--- config.mk ---
export PLATFORM = sky130hd
export DESIGN_NAME = trace_capture_mp_ram
export DESIGN_NICKNAME = d
export VERILOG_FILES = /design/src/rtl/trace_capture_mp_ram.sv
export SDC_FILE = /design/constraint.sdc
export NUM_CORES = 1
export LEC_CHECK = 0
export CAP_MARGIN = 40
export CORE_AREA = 2 2 243 245
export DETAILED_ROUTE_END_ITERATION = 8
export DIE_AREA = 0 0 245 247
export PLACE_DENSITY = 0.67
export SYNTH_ARGS = -nofsm -noshare
export SYNTH_HDL_FRONTEND = slang
export SYNTH_SLANG_ARGS = --single-unit
--- constraint.sdc ---
create_clock -name clk -period 4.5 [get_ports clk]
set_input_delay 0.9 -clock clk [delete_from_list [all_inputs] [get_ports clk]]
set_output_delay 0.9 -clock clk [all_outputs]
set_load 0.01 [all_outputs]
--- src/rtl/trace_capture_mp_ram.sv ---
// trace_capture_mp_ram
//   Lookahead multiport RAM for the trace capture path: one byte-enabled
//   write port and NUM_RD independent read ports with one cycle of read
//   latency. A read that collides with a same-edge write returns the
//   post-write word, merged per byte. A clear sequencer zeroes the array,
//   either after reset (CLEAR_ON_RESET=1) or on a clear pulse, and holds
//   off writers through wr_waitrequest while it runs.
//
// Ports
//   clk, reset_n      clock; asynchronous active-low reset
//   wr_address        write word address
//   wr_writedata      write data
//   wr_byteenable     per-byte write enable (bit i -> bits [8i+7:8i])
//   wr_write          write strobe; accepted only while wr_waitrequest=0
//   wr_waitrequest    high while in reset or clearing
//   clear             single-cycle request to zero the array
//   rd_address        packed read addresses, port p at [p*ADDR_WIDTH +: ADDR_WIDTH]
//   rd_readdata       packed read data, port p at [p*DATA_WIDTH +: DATA_WIDTH]
module trace_capture_mp_ram #(
  parameter int unsigned DATA_WIDTH     = 32,
  parameter int unsigned DEPTH          = 16,
  parameter int unsigned ADDR_WIDTH     = 4,
  parameter int unsigned NUM_RD         = 2,
  parameter int unsigned CLEAR_ON_RESET = 1
) (
  input  logic                           clk,
  input  logic                           reset_n,
  input  logic [ADDR_WIDTH-1:0]          wr_address,
  input  logic [DATA_WIDTH-1:0]          wr_writedata,
  input  logic [DATA_WIDTH/8-1:0]        wr_byteenable,
  input  logic                           wr_write,
  output logic                           wr_waitrequest,
  input  logic                           clear,
  input  logic [NUM_RD*ADDR_WIDTH-1:0]   rd_address,
  output logic [NUM_RD*DATA_WIDTH-1:0]   rd_readdata
);

  localparam int unsigned BE_WIDTH = DATA_WIDTH / 8;
  localparam logic [ADDR_WIDTH:0]   DEPTH_LIM = (ADDR_WIDTH + 1)'(DEPTH);
  localparam logic [ADDR_WIDTH-1:0] LAST_ADDR = ADDR_WIDTH'(DEPTH - 1);

  typedef enum logic {
    ST_CLEARING,
    ST_READY
  } state_t;

  localparam state_t RESET_STATE = (CLEAR_ON_RESET != 0) ? ST_CLEARING : ST_READY;
  localparam logic [ADDR_WIDTH-1:0] RESET_CNT = (CLEAR_ON_RESET != 0) ? LAST_ADDR : '0;

  state_t                  state;
  logic [ADDR_WIDTH-1:0]   clr_cnt;

  logic [DATA_WIDTH-1:0]   mem [DEPTH];

  logic                    clearing;
  logic                    wr_accept;
  logic                    wr_in_range;

  logic [ADDR_WIDTH-1:0]   rd_addr     [NUM_RD];
  logic                    rd_in_range [NUM_RD];
  logic [NUM_RD-1:0]       rd_hit;

  logic [DATA_WIDTH-1:0]   wr_data_q;
  logic [DATA_WIDTH-1:0]   rd_word_q   [NUM_RD];
  logic [BE_WIDTH-1:0]     hit_mask_q  [NUM_RD];

  always_comb begin
    clearing    = (state == ST_CLEARING);
    wr_accept   = wr_write && !wr_waitrequest;
    wr_in_range = ({1'b0, wr_address} < DEPTH_LIM);
    rd_hit      = '0;
    for (int unsigned p = 0; p < NUM_RD; p++) begin
      rd_addr[p]     = rd_address[p*ADDR_WIDTH +: ADDR_WIDTH];
      rd_in_range[p] = ({1'b0, rd_addr[p]} < DEPTH_LIM);
      // A discarded out-of-range write must not leak into a read of the
      // same out-of-range address, so the hit also needs an in-range write.
      rd_hit[p]      = wr_accept && wr_in_range && (rd_addr[p] == wr_address);
    end
  end

  // Clear sequencer. wr_waitrequest is registered alongside the state so it
  // falls on the same edge that retires the address-0 clear.
  always_ff @(posedge clk or negedge reset_n) begin
    if (!reset_n) begin
      state          <= RESET_STATE;
      clr_cnt        <= RESET_CNT;
      wr_waitrequest <= 1'b1;
    end else if (state == ST_CLEARING) begin
      if (clr_cnt == '0) begin
        state          <= ST_READY;
        wr_waitrequest <= 1'b0;
      end else begin
        clr_cnt <= clr_cnt - 1'b1;
      end
    end else begin
      if (clear) begin
        state          <= ST_CLEARING;
        clr_cnt        <= LAST_ADDR;
        wr_waitrequest <= 1'b1;
      end else begin
        wr_waitrequest <= 1'b0;
      end
    end
  end

  // Storage array, not reset. Clearing and accepted writes never coincide
  // because wr_waitrequest is high for every clearing cycle.
  always_ff @(posedge clk) begin
    if (clearing) begin
      mem[clr_cnt] <= '0;
    end else if (wr_accept && wr_in_range) begin
      for (int unsigned b = 0; b < BE_WIDTH; b++) begin
        if (wr_byteenable[b]) begin
          mem[wr_address][8*b +: 8] <= wr_writedata[8*b +: 8];
        end
      end
    end
  end

  // Read registers: the array word is sampled before the same-edge write,
  // and the bypass mask records which bytes that write replaces.
  always_ff @(posedge clk or negedge reset_n) begin
    if (!reset_n) begin
      wr_data_q <= '0;
      for (int unsigned p = 0; p < NUM_RD; p++) begin
        rd_word_q[p]  <= '0;
        hit_mask_q[p] <= '0;
      end
    end else begin
      wr_data_q <= wr_writedata;
      for (int unsigned p = 0; p < NUM_RD; p++) begin
        if (clearing || !rd_in_range[p]) begin
          rd_word_q[p] <= '0;
        end else begin
          rd_word_q[p] <= mem[rd_addr[p]];
        end
        hit_mask_q[p] <= rd_hit[p] ? wr_byteenable : '0;
      end
    end
  end

  // Per-byte bypass merge, fed only from registers.
  always_comb begin
    rd_readdata = '0;
    for (int unsigned p = 0; p < NUM_RD; p++) begin
      for (int unsigned b = 0; b < BE_WIDTH; b++) begin
        rd_readdata[p*DATA_WIDTH + 8*b +: 8] = hit_mask_q[p][b] ? wr_data_q[8*b +: 8]
                                                                : rd_word_q[p][8*b +: 8];
      end
    end
  end

endmodule

### Word-level counts from Yosys, hierarchy flattened

Memory sizes are Yosys's and may differ from the RTL's.
Cells that the tools add are included.

| operators by class | value |
|---|---|
| muxes and demuxes | 41 |
| eq/ne operators | 4 |
| add/subtract/negate cells | 1 |
| reductions and logical operators | 8 |

Operator list:

| operator | count |
|---|---|
| $mux 32 | 3 |
| $mux 8 | 8 |
| $reduce_or 32->1 | 1 |
| $mux 4 | 7 |
| $mux 1 | 23 |
| $eq 4x4->1 | 2 |
| $logic_not 4->1 | 1 |
| $ne 2x2->1 const B | 2 |
| $sub 4x1->4 const B | 1 |
| $logic_and 1x1->1 | 3 |
| $reduce_and 2->1 | 1 |
| $reduce_bool 2->1 | 1 |
| $logic_not 1->1 | 1 |

| word-level totals | value |
|---|---|
| word-level logic and storage cells | 63 |
| output and inout bits | 65 |
| register bits | 110 |
| bits in writable memories | 512 |
| memories kept | 1 |
| bits of input ports | 52 |

Memory list:

| name | depth | width | read ports | clocked after Yosys merged registers in | write ports | line | RTL |
|---|---|---|---|---|---|---|---|
| mem | 16 | 32 | 2 | 0 | 1 | 53 | `logic [DATA_WIDTH-1:0] mem [DEPTH];` |

### Longest topological paths before layout

| logic depth | value |
|---|---|
| word-level depth | 7 |
| depth in mapped cells | 8 |
| mapped depth without buffers | 6 |

### Worst setup path after synthesis

OpenSTA, ideal clock, no wires.

| timing path | value |
|---|---|
| path type | input -> register |
| start point | input port wr_byteenable[2] |
| end point | memory mem[11][24], enable pin |
| library setup time | 0.383 ns |
| data arrival time | 2.901 ns |
| setup slack | 1.215 ns |
| buffers on the path | 3 |
| required time | 4.117 ns |
| stages on the path | 7 |
| cell sequence | or4_4 > and3_4 > buf_6 > buf_6 > mux2i_4 > buf_4 > nor3_1 |

| between the ends | value |
|---|---|
| longest elaborated chain between the ends | 6 |
| elaborated cells between the ends (all ways) | 7 |
| those cells by class | 6 x mux; 1 x reduce/logical |

RTL lines:

| element | line | RTL |
|---|---|---|
| from (decl) | 30 | `input logic [DATA_WIDTH/8-1:0] wr_byteenable,` |
| $mux 1 * | 113 | `if (wr_byteenable[b]) begin` |
| $mux 1 * | 111 | `end else if (wr_accept && wr_in_range) begin` |
| $mux 1 * | 109 | `if (clearing) begin` |
| $mux 1 (implied by the code) * | 114 | `mem[wr_address][8*b +: 8] <= wr_writedata[8*b +: 8];` |
| $reduce_or 32->1 (no line) * | - |  |
| $mux 4 (no line) | - |  |
| to (decl) | 53 |  |

Mark *: on every way between the ends. The rest lies on a longest branch, timed or not.

### Worst setup path in the final report

| timing path | value |
|---|---|
| start point | input port wr_write |
| end point | memory mem[14][13], enable pin |

| between the ends | value |
|---|---|
| longest elaborated chain between the ends | 6 |
| elaborated cells between the ends (all ways) | 16 |
| those cells by class | 14 x mux; 2 x reduce/logical |

RTL lines:

| element | line | RTL |
|---|---|---|
| from (decl) | 31 | `input logic wr_write,` |
| $logic_and 1x1->1 * | 69 | `wr_accept = wr_write && !wr_waitrequest;` |
| $mux 1 | 111 |  |
| $mux 1 | 109 |  |
| $mux 1 (implied by the code) | 114 |  |
| $reduce_or 32->1 (no line) | - |  |
| $mux 4 (no line) | - |  |

Marks and branches as above.

==> reports/qor.yml <==
status: "finished, final reports clean"
met1_length_um: 33030
worstSetupPathType: "primary input to flop"
initial_core_util_pct: 49.33
holdCritPathClass: "primary input to async pin"
yosys_warnings: 0
synthDistinctLibCells: 41
route.met3.wl_um: 6599
fp.dieH_um: 247
reg2reg_depth: 5
power_density_mw_per_mm2: 513.5
rrSetupSlack_ns: 1.30
syn2layout_area_growth_pct: 16.82
core_mm2: 0.05824
cp-end-kind: "flop"
syn_inst: 1915
pin_count: 117
r2r-end: "mem[14][13]"
die-area_mm2: 0.06052
routedWlPerCell_um: 28.01
synthArstFlopShare_pct: 17.68
drive_above_1_share_pct: 18.63
avgSynthCellArea_um2: 15.00
grt_util_all_layers_pct: 26.94
topRoutingLayerUsed: "met5"
io_buffers: 116
ant_nets: 0
cpPeakStageDelay_ns: 0.62
r2r-start: "state"
wl_met2_um: 38880
tritoncts: "built"
drv_slew: 0
ys_seq_area_share_pct: 63.11
cp_slowest_cell: "nor3_2"
layout_commonest_cell: "edfxtp_1"
clkLatencyLatePin_ns: 0.61
pre_cts_ws_ns: 0.4424
via_per_inst: 6.336
grt_pass1_vias: 18518
routed_wl_um: 81070
fill_cells: 4487
drt-initial-drc-count: 1973
crit_required_ns: 4.72
cap_violations: 0
worst_slew_pin_slew_ns: 1.018
syn_nets: 1968
rows: 89
cp_top_family: "simple AND/OR/NAND/NOR gates"
grt_remaining_overflow: 0
peakVddDrop_v: 0.0004025
ctsHoldBuffers: 0
cts.htree.levels: 3
grt_pass1_wl_um: 119200
cts_made_buffers: 67
antenna_found_initial: 2
dp.final_hpwl_um: 52530
worstPathMaxFanout: 26
fmax_ghz: 0.2876
layout.nets: 2120
min_period_ns: 3.477
grt_start_max_net_pins: 63
post-route-util_pct: 57.63
syn_area_mm2: 0.02873
setup_viol_count_final: 0
fin_setup_tns_ns: 0
crit_arrival_ns: 3.70
start_kind: "primary input"
cts-root-buf: "clkbuf_16"
finClkSkew_ns: 0.03103
worstPathCellList: "clkdlybuf4s50_1 > nor2b_1 > and3_4 > buf_4 > a31oi_2 > buf_4 > nor3_2"
max_slew_margin_pct: 31.51
drc: 0
critical_path_buf_inv_count: 3
setup_slack_ns: 1.023
mostFrequentLayoutCells: "edfxtp_1, mux2i_1, a22oi_1, clkdlybuf4s50_1, dfrtp_1"
crit_path_frequent_cell: "buf_4"
cts.repair.resized: 0
final_hold_viol_count: 0
ys_ff_latch: 622
synth-main-ff-cell: "edfxtp_1"
dieWidth_um: 245
fin_crit_sh_pct: 77.26
postCtsSetupBuffers: 0
vias: 18335
dr.pass1.iters: 6
synth-edff-count: 512
cts.sinks: 622
clkTransAtPathRegs_ns: 0.06
power_leakage_uw: 0.01313
finalWeightedCongestion: 0.8474
cts_buffer_depth: 3
grt_setup_unrepaired: "no"
## metrics by stage
stage | cells | hold WS, ns | power, µW | cell area (µm²)
2_1_floorplan | 1915 | 0.4860 | 9815 | 28730
3_3_place_gp | 2753 | 0.5092 | 11410 | 31110
3_5_place_dp | 2771 | 0.5181 | 11580 | 31280
4_1_cts | 2893 | 0.2216 | 17260 | 33560
5_1_grt | 2893 | 0.2592 | 17820 | 33560
6_report | 2894 | 0.2336 | 17240 | 33560
## flip-flops by register name, indices dropped and copies added (netlist names)
register        count
hit_mask_q          8
state               1
rd_word_q          64
clr_cnt             4
wr_data_q          32
wr_waitrequest      1
mem               512
## layer usage
layer | up-vias | GRT usage [%]
li1 | 7804 | -
met1 | 9445 | 36.79
met2 | 921 | 43.72
met3 | 161 | 4.493
met4 | 4 | 9.846
met5 | - | 0
## how the worst max path moves through the flow
| stage | from | end | slack, ns | cells past startpoint |
|---|---|---|---|---|
| after floorplan | wr_byteenable[2] | mem[11][24] | 1.22 | 7 |
| after global placement | wr_write | mem[7][12] | 0.32 | 6 |
| after detailed placement | wr_write | mem[14][13] | 0.44 | 7 |
| after CTS | wr_write | mem[14][13] | 1.05 | 7 |
| after global routing | wr_write | mem[14][13] | 0.96 | 7 |
| final | wr_write | mem[14][13] | 1.02 | 7 |
## final cells by class
cell class / count / area [µm²] / share of cell area, %
antenna: 1 / 2.502 / 0.007455
timing repair buffer: 233 / 2186 / 6.512
inverter: 3 / 11.26 / 0.03355
multi-input combinational: 1140 / 9981 / 29.74
tap: 773 / 967.2 / 2.882
clock buffer: 87 / 1857 / 5.532
clock inverter: 35 / 426.7 / 1.271
sequential: 622 / 18130 / 54.03
## power by group
part | total [µW] | internal (µW) | switching, µW
registers | 7730 | 7340 | 395
clock network | 5720 | 3490 | 2230
logic | 3790 | 1410 | 2370
total | 17200 | 12200 | 4990
## Yosys cell counts (all sizes together), types with 2 or more instances
master    n  area [µm²]
dfstp     5       131.4
buf      69       365.4
nor4      2       12.51
a22oi   192        1441
nand2b   49       306.5
and2     42       262.8
o31a      2       35.03
a21oi     7       35.03
a31oi     3       25.02
nor3     64       420.4
inv       3       11.26
a21boi    4       30.03
o31ai     2       15.01
o211ai   10       75.07
nand4     2       12.51
mux4     59        1329
xor2      6       52.55
mux2i   399        4031
o21ai    62       310.3
nor2     11       41.29
xnor2     3       26.28
nor2b    13       81.33
nand3    61       305.3
clkbuf   81       304.0
edfxtp  512       15370
mux2     64       720.7
nand2    77       289.0
dfrtp   105        2628
## cell families after synthesis
group	after synthesis	share of synthesized area (%)
buf+inv	153	2.369
fa+ha+maj	1	0.04354
mux	522	21.16
flops	622	63.11
xor+xnor	9	0.2744
compound gates	284	6.902
simple gates	324	6.132
## worst register-to-register path: stages (launching register included)
cell and delay, ns:
dfrtp_1 0.77, and3_4 0.66, buf_4 0.38, a31oi_2 0.14, buf_4 0.24, nor3_2 0.63
(Power assumes the default switching activity.)
